`src/rtl/scroll_sequencer_pkg.sv`:
```
// scroll_pkg: shared types and glyph constants for the scroll sequencer.
// Glyphs are active-low segment patterns ordered {g,f,e,d,c,b,a}.
// Build option: SCROLL_DIR_EN (see scroll_sequencer.sv) needs nothing here.
package scroll_pkg;

  typedef enum logic {IDLE, RUN} scroll_state_t;

  localparam logic [6:0] BLANK_GLYPH = 7'h7F;

  localparam logic [6:0] GLYPH_0    = 7'h40;
  localparam logic [6:0] GLYPH_1    = 7'h79;
  localparam logic [6:0] GLYPH_2    = 7'h24;
  localparam logic [6:0] GLYPH_3    = 7'h30;
  localparam logic [6:0] GLYPH_4    = 7'h19;
  localparam logic [6:0] GLYPH_5    = 7'h12;
  localparam logic [6:0] GLYPH_6    = 7'h02;
  localparam logic [6:0] GLYPH_7    = 7'h78;
  localparam logic [6:0] GLYPH_8    = 7'h00;
  localparam logic [6:0] GLYPH_9    = 7'h10;
  localparam logic [6:0] GLYPH_A    = 7'h08;
  localparam logic [6:0] GLYPH_B    = 7'h03;
  localparam logic [6:0] GLYPH_C    = 7'h46;
  localparam logic [6:0] GLYPH_D    = 7'h21;
  localparam logic [6:0] GLYPH_E    = 7'h06;
  localparam logic [6:0] GLYPH_F    = 7'h0E;
  localparam logic [6:0] GLYPH_H    = 7'h09;
  localparam logic [6:0] GLYPH_L    = 7'h47;
  localparam logic [6:0] GLYPH_P    = 7'h0C;
  localparam logic [6:0] GLYPH_U    = 7'h41;
  localparam logic [6:0] GLYPH_DASH = 7'h3F;

endpackage

```
`src/rtl/scroll_sequencer_if.sv`:
```
// scroll_sequencer_if: control/write bus and display outputs of the scroll
// sequencer.
//   master : drives wr_en/wr_addr/wr_data, msg_len, start, stop;
//            receives next_hex0..5, hex_en, busy.
//   slave  : the sequencer side (inverse directions).
interface scroll_sequencer_if #(
  parameter int MSG_DEPTH = 16
);
  localparam int AW = $clog2(MSG_DEPTH);

  logic          wr_en;
  logic [AW-1:0] wr_addr;
  logic [6:0]    wr_data;
  logic [AW:0]   msg_len;
  logic          start;
  logic          stop;
  logic [6:0]    next_hex0, next_hex1, next_hex2;
  logic [6:0]    next_hex3, next_hex4, next_hex5;
  logic          hex_en;
  logic          busy;

  modport master (
    output wr_en, wr_addr, wr_data, msg_len, start, stop,
    input  next_hex0, next_hex1, next_hex2, next_hex3, next_hex4, next_hex5,
    input  hex_en, busy
  );

  modport slave (
    input  wr_en, wr_addr, wr_data, msg_len, start, stop,
    output next_hex0, next_hex1, next_hex2, next_hex3, next_hex4, next_hex5,
    output hex_en, busy
  );
endinterface

```
`src/rtl/scroll_sequencer_tick_divider.sv`:
```
// tick_divider: free-running step timer for the scroll sequencer.
// Ports: clk, reset (async, active-low), clr (hold count at 0),
//        tick (high while the count sits at TICK_DIV-1).
module tick_divider #(
  parameter int TICK_DIV = 25_000_000
) (
  input  logic clk,
  input  logic reset,
  input  logic clr,
  output logic tick
);
  localparam int CW = (TICK_DIV > 2) ? $clog2(TICK_DIV) : 1;
  localparam logic [CW-1:0] TC = CW'(TICK_DIV - 1);

  logic [CW-1:0] cnt_q;

  always_ff @(posedge clk or negedge reset) begin
    if (!reset) begin
      cnt_q <= '0;
    end else if (clr || cnt_q == TC) begin
      cnt_q <= '0;
    end else begin
      cnt_q <= cnt_q + CW'(1);
    end
  end

  assign tick = (cnt_q == TC);
endmodule

```
`src/rtl/scroll_sequencer.sv`:
```
// scroll_sequencer: owns the glyph message buffer and slides a 6-digit
// window across it, pulsing hex_en once per window update.
// Ports: clk, reset (async, active-low), bus (scroll_sequencer_if.slave),
//        dir (only with SCROLL_DIR_EN: 0 = scroll left, 1 = scroll right).
// Build option: define SCROLL_DIR_EN to add the dir input.
module scroll_sequencer
  import scroll_pkg::*;
#(
  parameter int MSG_DEPTH = 16,
  parameter int TICK_DIV  = 25_000_000
) (
  input  logic clk,
  input  logic reset,
`ifdef SCROLL_DIR_EN
  input  logic dir,
`endif
  scroll_sequencer_if.slave bus
);
  localparam int AW = $clog2(MSG_DEPTH);
  localparam int LW = AW + 1;

  scroll_state_t state_q;
  logic [AW-1:0] ptr_q;
  logic [LW-1:0] len_q;
  logic [6:0]    mem_q [MSG_DEPTH];
  logic [6:0]    hex_q [6];
  logic          hex_en_q;
  logic          busy_q;

  logic tick;
  tick_divider #(.TICK_DIV(TICK_DIV)) u_tick (
    .clk   (clk),
    .reset (reset),
    .clr   (state_q != RUN),
    .tick  (tick)
  );

  logic start_ok;
  assign start_ok = bus.start && !bus.stop && (bus.msg_len != '0) &&
                    (bus.msg_len <= LW'(MSG_DEPTH));

  logic [AW-1:0] ptr_d;
  always_comb begin
    ptr_d = (LW'(ptr_q) + LW'(1) == len_q) ? '0 : ptr_q + AW'(1);
`ifdef SCROLL_DIR_EN
    if (dir) ptr_d = (ptr_q == '0) ? AW'(len_q - LW'(1)) : ptr_q - AW'(1);
`endif
  end

  // A start loads the window from entry 0 using the incoming length, since
  // len_q is only latched on that same edge.
  logic          load;
  logic [AW-1:0] base;
  logic [LW-1:0] wlen;
  always_comb begin
    load = 1'b0;
    base = ptr_d;
    wlen = len_q;
    if (state_q == IDLE) begin
      base = '0;
      wlen = bus.msg_len;
      load = start_ok;
    end else begin
      load = tick && !bus.stop;
    end
  end

  // win[0] is the leftmost digit (HEX5); indices wrap at wlen without modulo.
  logic [6:0]    win [6];
  logic [LW-1:0] idx;
  always_comb begin
    idx = LW'(base);
    for (int k = 0; k < 6; k++) begin
      win[k] = mem_q[idx[AW-1:0]];
      idx    = (idx + LW'(1) == wlen) ? '0 : idx + LW'(1);
    end
  end

  always_ff @(posedge clk or negedge reset) begin
    if (!reset) begin
      state_q  <= IDLE;
      ptr_q    <= '0;
      len_q    <= '0;
      hex_en_q <= 1'b0;
      busy_q   <= 1'b0;
      for (int i = 0; i < MSG_DEPTH; i++) mem_q[i] <= BLANK_GLYPH;
      for (int k = 0; k < 6; k++) hex_q[k] <= BLANK_GLYPH;
    end else begin
      hex_en_q <= 1'b0;
      if (bus.wr_en) mem_q[bus.wr_addr] <= bus.wr_data;
      case (state_q)
        IDLE: if (start_ok) begin
          state_q <= RUN;
          len_q   <= bus.msg_len;
          ptr_q   <= '0;
          busy_q  <= 1'b1;
        end
        RUN: if (bus.stop) begin
          state_q <= IDLE;
          busy_q  <= 1'b0;
        end else if (tick) begin
          ptr_q <= ptr_d;
        end
        default: state_q <= IDLE;
      endcase
      if (load) begin
        for (int k = 0; k < 6; k++) hex_q[k] <= win[k];
        hex_en_q <= 1'b1;
      end
    end
  end

  assign bus.next_hex5 = hex_q[0];
  assign bus.next_hex4 = hex_q[1];
  assign bus.next_hex3 = hex_q[2];
  assign bus.next_hex2 = hex_q[3];
  assign bus.next_hex1 = hex_q[4];
  assign bus.next_hex0 = hex_q[5];
  assign bus.hex_en    = hex_en_q;
  assign bus.busy      = busy_q;
endmodule

```
`src/flat_wrapper.sv`:
```
// flat-port wrapper written by rule: the top's interface ports become plain ports
module scroll_sequencer_flat import scroll_pkg::*;
#(
  parameter int MSG_DEPTH = 16,
  parameter int TICK_DIV  = 25_000_000
)
  (clk, reset, bus_wr_en, bus_wr_addr, bus_wr_data, bus_msg_len, bus_start, bus_stop, bus_next_hex0, bus_next_hex1, bus_next_hex2, bus_next_hex3, bus_next_hex4, bus_next_hex5, bus_hex_en, bus_busy);
  scroll_sequencer_if #(.MSG_DEPTH(MSG_DEPTH)) bus_i ();
  input  logic clk;
  input  logic reset;
  input wire logic [$bits(bus_i.wr_en)-1:0] bus_wr_en;
  input wire logic [$bits(bus_i.wr_addr)-1:0] bus_wr_addr;
  input wire logic [$bits(bus_i.wr_data)-1:0] bus_wr_data;
  input wire logic [$bits(bus_i.msg_len)-1:0] bus_msg_len;
  input wire logic [$bits(bus_i.start)-1:0] bus_start;
  input wire logic [$bits(bus_i.stop)-1:0] bus_stop;
  output wire logic [$bits(bus_i.next_hex0)-1:0] bus_next_hex0;
  output wire logic [$bits(bus_i.next_hex1)-1:0] bus_next_hex1;
  output wire logic [$bits(bus_i.next_hex2)-1:0] bus_next_hex2;
  output wire logic [$bits(bus_i.next_hex3)-1:0] bus_next_hex3;
  output wire logic [$bits(bus_i.next_hex4)-1:0] bus_next_hex4;
  output wire logic [$bits(bus_i.next_hex5)-1:0] bus_next_hex5;
  output wire logic [$bits(bus_i.hex_en)-1:0] bus_hex_en;
  output wire logic [$bits(bus_i.busy)-1:0] bus_busy;
  assign bus_i.wr_en = bus_wr_en;
  assign bus_i.wr_addr = bus_wr_addr;
  assign bus_i.wr_data = bus_wr_data;
  assign bus_i.msg_len = bus_msg_len;
  assign bus_i.start = bus_start;
  assign bus_i.stop = bus_stop;
  assign bus_next_hex0 = bus_i.next_hex0;
  assign bus_next_hex1 = bus_i.next_hex1;
  assign bus_next_hex2 = bus_i.next_hex2;
  assign bus_next_hex3 = bus_i.next_hex3;
  assign bus_next_hex4 = bus_i.next_hex4;
  assign bus_next_hex5 = bus_i.next_hex5;
  assign bus_hex_en = bus_i.hex_en;
  assign bus_busy = bus_i.busy;
  scroll_sequencer #(.MSG_DEPTH(MSG_DEPTH), .TICK_DIV(TICK_DIV)) u_core (.clk(clk), .reset(reset), .bus(bus_i));
endmodule
```
`config.mk`:
```
export PLATFORM = sky130hd
export DESIGN_NAME = scroll_sequencer_flat
export DESIGN_NICKNAME = d
export VERILOG_FILES = /design/src/rtl/scroll_sequencer_pkg.sv /design/src/rtl/scroll_sequencer_if.sv /design/src/rtl/scroll_sequencer_tick_divider.sv /design/src/rtl/scroll_sequencer.sv /design/src/flat_wrapper.sv
export SDC_FILE = /design/constraint.sdc
export NUM_CORES = 1
export LEC_CHECK = 0
export ABC_CLOCK_PERIOD_IN_PS = 19300
export CAP_MARGIN = 10
export CORE_MARGIN = 2
export CORE_UTILIZATION = 32
export CTS_CLUSTER_DIAMETER = 150
export DETAILED_ROUTE_END_ITERATION = 10
export GPL_ROUTABILITY_DRIVEN = 0
export GPL_TIMING_DRIVEN = 0
export PLACE_DENSITY = 0.44
export SLEW_MARGIN = 20
export SYNTH_ARGS = -nofsm -noshare
export SYNTH_HDL_FRONTEND = slang
export SYNTH_HIERARCHICAL = 1
export SYNTH_SLANG_ARGS = --single-unit
```
`constraint.sdc`:
```
create_clock -name clk -period 19.3 [get_ports clk]
set_input_delay 3.86 -clock clk [delete_from_list [all_inputs] [get_ports clk]]
set_output_delay 3.86 -clock clk [all_outputs]
set_load 0.01 [all_outputs]
```
======== Word-level counts from Yosys, hierarchy flattened ========
Index checks and enable logic that the tools add are counted.
word-level totals
  bits in registers ....................... 191
  bits of input ports ..................... 21
  output and inout port bits .............. 44
  logic and storage cells ................. 117
operators by class
  add/subtract/negate cells ............... 8
  $lt $le $gt $ge ......................... 9
  equal/unequal tests ..................... 11
  muxes and demuxes ....................... 42
  bitwise operators ....................... 8
  reduce and logical (&&, ||, !) cells .... 11
operator list
  kind                                                                   number
  7-bit binary-select mux with 4-bit select                              6
  112-bit bitwise mux                                                    1
  7-bit 2-to-1 mux                                                       13
  5-bit greater-or-equal comparator (second input constant)              7
  4-bit NOT with 5-bit output                                            7
  5-bit == test                                                          6
  7-bit demux with 4-bit select                                          1
  25-bit by 1-bit adder with 25-bit output (second input constant)       1
  25-bit == test (second input constant)                                 1
  25-bit 2-to-1 mux                                                      1
  5-bit 2-to-1 mux                                                       5
  4-bit 2-to-1 mux                                                       6
  5-bit by 1-bit adder with 5-bit output (second input constant)         4
  4-bit by 1-bit adder with 5-bit output (second input constant)         2
  4-bit case mux with 2 select lines                                     1
  1-bit 2-to-1 mux                                                       6
  2-bit != test (second input constant)                                  3
  5-bit <= comparator (second input constant)                            1
  1-bit logical AND                                                      5
  5-bit by 1-bit < comparator with 1-bit output (second input constant)  1
  5-bit nonzero test                                                     1
  4-bit by 1-bit adder with 4-bit output (second input constant)         1
  1-bit case mux with 2 select lines                                     2
  2-bit AND reduction                                                    2
  5 further kinds                                                        5

======== Logic depth before layout (Yosys ltp) ========
  depth in word-level cells ............... 23
  mapped depth ............................ 73
  depth with buffers taken out ............ 54

======== Cells and area by module ========
Netlist, hierarchy kept.
modules (own cells, without submodules)
  module            times used  cells an instance  area each (sq um)  sequential area each (sq um)
  scroll_sequencer  1           1817               14674.1            4346.7
  tick_divider      1           141                1327.5             625.6

======== Least setup slack after synthesis ========
Ideal clock, no wire load.
  path kind ............................... input -> register
  start ................................... input bus_msg_len[3]
  end ..................................... register u_core.hex_q (netlist bit u_core/bus.next_hex0[3])
  library setup time ...................... 0.081 ns
  arrival time ............................ 15.076 ns
  required time ........................... 19.219 ns
  slack ................................... 4.142 ns
  stages on the path ...................... 56
  path buffers ............................ 16
  cell sequence ........................... nor2b_1 > a21o_1 > a31o_1 > a211oi_2 > and2_1 > clkbuf_1 > nand2b_1 > inv_1 > clkbuf_1 > ha_1 > clkbuf_1 > inv_1 > nor4_1 > a22o_1 > o22ai_1 > o31ai_4 > nor3_2 > or2_2 > (+20 left out) > o21ai_0 > a311oi_4 > a31o_1 > buf_4 > inv_4 > buf_2 > clkbuf_1 > buf_1 > ha_1 > clkbuf_1 > and2_1 > and4_1 > a2111o_1 > or4_1 > clkbuf_1 > and2_1 > a2111o_1 > o211ai_1
on the way
  word-level cells in the longest chain between the ends .. 19
  elaborated cells between the ends (all ways) .. 24
  those cells by class .................... add/sub: 4; order compare: 1; eq/ne: 5; mux: 10; bitwise: 1; reduce/logical: 3
RTL lines
  what                                                 RTL line                source
  from (decl)                                          flat_wrapper.sv:14      input wire logic [$bits(bus_i.msg_len)-1:0] bus_msg_len;
  5-bit 2-to-1 mux                                     scroll_sequencer.sv:59  if (state_q == IDLE) begin
  5-bit == test                                        scroll_sequencer.sv:75  idx = (idx + LW'(1) == wlen) ? '0 : idx + LW'(1);
  5-bit 2-to-1 mux                                     scroll_sequencer.sv:75
  5-bit by 1-bit adder with 5-bit output               scroll_sequencer.sv:75
  5-bit == test                                        scroll_sequencer.sv:75
  5-bit 2-to-1 mux                                     scroll_sequencer.sv:75
  5-bit by 1-bit adder with 5-bit output               scroll_sequencer.sv:75
  5-bit == test                                        scroll_sequencer.sv:75
  (+2 left out)                                        -
  5-bit == test                                        scroll_sequencer.sv:75
  5-bit 2-to-1 mux                                     scroll_sequencer.sv:75
  5-bit by 1-bit adder with 5-bit output               scroll_sequencer.sv:75
  5-bit == test                                        scroll_sequencer.sv:75
  4-bit 2-to-1 mux                                     scroll_sequencer.sv:75
  4-bit NOT with 5-bit output (not written as such)    scroll_sequencer.sv:74  win[k] = mem_q[idx[AW-1:0]];
  7-bit binary-select mux with 4-bit select            scroll_sequencer.sv:74
  7-bit 2-to-1 mux (not written as such) (2 in a row)  scroll_sequencer.sv:74
  to (decl)                                            scroll_sequencer.sv:26  logic [6:0] hex_q [6];
Several ways; a longest one is shown, not always the timed one. The select of a mux whose other input is x is not followed.
A chain may end at the register's enable or synchronous reset.

======== Worst setup path in the final report ========
  start ................................... register u_core.ptr_q[1]
  end ..................................... register u_core.hex_q (netlist bit u_core/bus.next_hex0[4])
on the way
  word-level cells in the longest chain between the ends .. 23
  elaborated cells between the ends (all ways) .. 24
  those cells by class .................... add/sub: 7; eq/ne: 6; mux: 10; bitwise: 1
RTL lines
  what                                                   RTL line                 source
  from (decl)                                            scroll_sequencer.sv:23   logic [AW-1:0] ptr_q;
  from (signal assigned)                                 scroll_sequencer.sv:102  ptr_q <= ptr_d;
  4-bit by 1-bit adder with 5-bit output *               scroll_sequencer.sv:44   ptr_d = (LW'(ptr_q) + LW'(1) == len_q) ? '0 : ptr_q + AW'(1);
  5-bit == test *                                        scroll_sequencer.sv:44
  4-bit 2-to-1 mux *                                     scroll_sequencer.sv:44
  4-bit 2-to-1 mux *                                     scroll_sequencer.sv:59
  named net u_core.base[0]                               scroll_sequencer.sv:53   logic [AW-1:0] base;
  4-bit by 1-bit adder with 5-bit output *               scroll_sequencer.sv:75
  5-bit == test                                          scroll_sequencer.sv:75
  5-bit 2-to-1 mux *                                     scroll_sequencer.sv:75
  (+7 left out)                                          -
  5-bit == test                                          scroll_sequencer.sv:75
  5-bit 2-to-1 mux *                                     scroll_sequencer.sv:75
  5-bit by 1-bit adder with 5-bit output *               scroll_sequencer.sv:75
  5-bit == test                                          scroll_sequencer.sv:75
  4-bit 2-to-1 mux *                                     scroll_sequencer.sv:75
  4-bit NOT with 5-bit output (not written as such) *    scroll_sequencer.sv:74
  7-bit binary-select mux with 4-bit select *            scroll_sequencer.sv:74
  7-bit 2-to-1 mux (not written as such) * (2 in a row)  scroll_sequencer.sv:74
The timed path passes the listed nets; every way through them passes the cells marked *. The select of a mux whose other input is x is not followed.

==> qor.yml <==
floorplanning:
  core_um2: 49150
  num_rows: 81
  num_io_pins: 65
  dieArea_um2: 51810
  die_h_um: 227.6
  initial_core_util: 0.3255
  die_w_um: 227.6
logic_synthesis:
  synth_nets: 1986
  synthFlopType: "dfstp_2"
  syn_avg_cell_area_um2: 8.172
  netlist_area_um2: 16000
  yosys.cell_types.count: 94
  synth_edf_count: 0
  synth_warnings: 6
  synthArstFlopShare: 1.000
  syn_inst: 1958
  ys_ff_latch: 191
  seq_area_frac_synth: 0.3107
global_route:
  grtUsageTotal: 0.3364
  grt_pass1_wl_um: 122600
  antenna_found_initial: 3
  grt_pass1_vias: 16620
  overflow: 0
  grt_max_degree: 97
critical_path:
  reg2regPathDepth: 67
  crit_type: "reg2reg"
  crit_arrival_ns: 18.74
  cp_common_cell: "clkbuf_1"
  critical_path.endpoint: "u_core/bus.next_hex0[4]$_DFFE_PN1P_"
  r2r_end: "u_core/bus.next_hex0[4]$_DFFE_PN1P_"
  critPathMaxStageDelay_ns: 0.60
  startpoint: "u_core/ptr_q[1]$_DFFE_PN0P_"
  crit_required_ns: 19.73
  r2r_start: "u_core/ptr_q[1]$_DFFE_PN0P_"
  worst-path-max-fanout: 11
  startpoint_type: "flip-flop"
  ff2ff_setup_slack_ns: 0.98
  crit_path_end_kind: "flip-flop"
  slowest_stage: "buf_1"
place:
  port_buffers: 62
  dpl.cell_count: 2686
  dpl.hpwl_um: 60690
sta:
  rsz0062_at_grt: "no"
  worstMarginPinSlew_ns: 1.215
  min_period_over_period: 0.9491
  fmax_ghz: 0.05459
  slew_headroom: 0.1897
  finalSetupTns_ns: 0
  setup_viol: 0
  period_minus_slack_ns: 18.32
  finalHoldViolations: 0
  maxSlewViolCount: 0
  skew_ns: 0.02959
power:
  cellPowerDensity_nw_per_um2: 142.4
  ir_drop_mv: 0.06495
  p_leak_nw: 6.756
detailed_routing:
  drtPass1Iterations: 7
  wl_per_cell_um: 31.81
  vias: 17750
  initialDrtViolationCount: 2480
  drc: 0
  wirelength_um: 86580
  vias_per_cell: 6.519
  ant_nets: 0
clocking:
  cts_root_buf: "clkbuf_16"
  postCtsHoldBufs: 0
  cts_tree: "done"
  clkSinkCount: 191
  max-clock-path-buffers: 2
  worstSkewPairLatency_ns: 0.50
  cts.clk_slew.worst_paths_ns: 0.09
  cts-buffers-inserted: 17
  cts_max_level: 4
worst_hold_path:
  holdPathStages: 2
  worstHoldPathType: "reg2reg"
final_layout:
  final_common_cell: "nand2_1"
  stdcell_count: 2722
  drive_gt1_frac: 0.1981
  final_cell_mix: "nand2_1, dfstp_2, mux2_2, clkbuf_1, nor2_1"
  layout.nets: 2069
  areaGrowthSynthToFinish_pct: 13.47
run_status:
  status: "completed"
run:
  max-cap-violations: 0
## critical path: cells and delay by family, from the launching register on
kind	cells	cell delay [ns]
AOI/OAI and AO/OA	16	4.39
buffers and inverters	25	6.59
xor gates and xnor gates	5	1.05
DFF	1	0.43
adders and majority gates	6	1.83
and+or+nand+nor	15	3.90
## area by class of cell
class	count	area, µm²
well taps	664	830.8
diodes	4	10.01
clock inverters	15	137.6
inverters	36	145.1
repair buffers	69	718.2
multi-input cells	1559	10220
flip-flops and latches	191	4972
plain buffers	167	694.4
clock buffers	17	425.4
fillers	5172	31000
## kinds of logic (layout without fill, tap and decap cells)
kind of cell               count (synthesis)  after routing  share of synthesized area
adders and majority gates                  7              7                   0.005473
xor gates and xnor gates                  40             40                    0.02502
AOI/OAI and AO/OA                        465            465                     0.2164
muxes                                    205            205                     0.1499
buffers and inverters                    208            304                    0.05239
and+or+nand+nor                          842            842                     0.2401
other                                      0              4                          0
DFF                                      191            191                     0.3107
## through the flow
stage / area [µm²] / power (W) / setup WS [ns] / util / hold WS (ns)
finish: 18160 / 0.002586 / 0.9823 / 0.3694 / 0.4593
global route: 18150 / 0.002663 / 0.03637 / 0.3692 / 0.4772
CTS: 18100 / 0.002500 / 0.01686 / 0.3682 / 0.4644
detailed placement: 17530 / 0.002119 / -1.061 / 0.3567 / 0.4505
global placement: 17450 / 0.002117 / -1.151 / 0.3551 / 0.4483
floorplan: 16000 / 0.001524 / 4.142 / - / 0.4329
## synthesized netlist by cell type, types with 27 or more instances
master | instances | share of area
a211oi_1 | 37 | 0.017
nor3_1 | 34 | 0.011
dfrtp_1 | 37 | 0.058
o21ai_0 | 66 | 0.021
o211ai_1 | 37 | 0.017
a311oi_1 | 52 | 0.028
dfstp_2 | 154 | 0.25
inv_1 | 31 | 0.0073
nor2_1 | 89 | 0.021
clkbuf_1 | 131 | 0.031
nand2_1 | 466 | 0.11
o22ai_1 | 27 | 0.011
a21oi_1 | 45 | 0.014
a31oi_1 | 36 | 0.014
mux2_2 | 127 | 0.089
mux2i_1 | 63 | 0.039
nand3_1 | 77 | 0.024
and3_1 | 60 | 0.023
## worst min path at each step
| stage | from | end | slack, ns |
|---|---|---|---|
| after floorplan | u_core/u_tick/cnt_q[0]$_DFF_PN0_ | u_core/u_tick/cnt_q[0]$_DFF_PN0_ | 0.43 |
| after global placement | u_core/bus.next_hex3[3]$_DFFE_PN1P_ | u_core/bus.next_hex3[3]$_DFFE_PN1P_ | 0.45 |
| after detailed placement | u_core/bus.next_hex4[4]$_DFFE_PN1P_ | u_core/bus.next_hex4[4]$_DFFE_PN1P_ | 0.45 |
| after CTS | u_core/bus.next_hex4[6]$_DFFE_PN1P_ | u_core/bus.next_hex4[6]$_DFFE_PN1P_ | 0.46 |
| after global routing | u_core/bus.next_hex4[6]$_DFFE_PN1P_ | u_core/bus.next_hex4[6]$_DFFE_PN1P_ | 0.48 |
| final | u_core/bus.next_hex4[6]$_DFFE_PN1P_ | u_core/bus.next_hex4[6]$_DFFE_PN1P_ | 0.46 |
## registers in the layout (all words and copies together) (netlist names)
signal	flops
u_core/bus.hex_en	1
u_core/bus.busy	1
u_core/u_tick/cnt_q	25
u_core/bus.next_hex4	7
u_core/bus.next_hex0	7
u_core/bus.next_hex3	7
u_core/state_q	1
u_core/bus.next_hex5	7
u_core/len_q	5
u_core/mem_q	112
u_core/ptr_q	4
u_core/bus.next_hex2	7
u_core/bus.next_hex1	7
## per-layer routing
| layer | vias up | global-route usage | part of all wire |
|---|---|---|---|
| li1 | 7398 | - | - |
| met1 | 8713 | 0.4373 | 0.40 |
| met2 | 1292 | 0.4652 | 0.40 |
| met3 | 338 | 0.1455 | 0.14 |
| met4 | 4 | 0.1834 | 0.065 |
| met5 | - | 0 | 0.00073 |
## timing repair
action                     4_1_cts  5_1_grt
cloned                           0        0
hold endpoints to repair         0        0
setup endpoints to repair        7        7
buffers inserted                 0        5
gates resized for setup          6       12
## power breakdown
group          internal, W  leakage [nW]  switching [W]  total (W)
combinational     0.000521          4.36       0.000830    0.00135
sequential        0.000568          2.12       0.000309   0.000877
clock             0.000171         0.276       0.000187   0.000358
total              0.00126          6.76        0.00133    0.00259
Note: power is estimated with default switching activity, not from simulation.
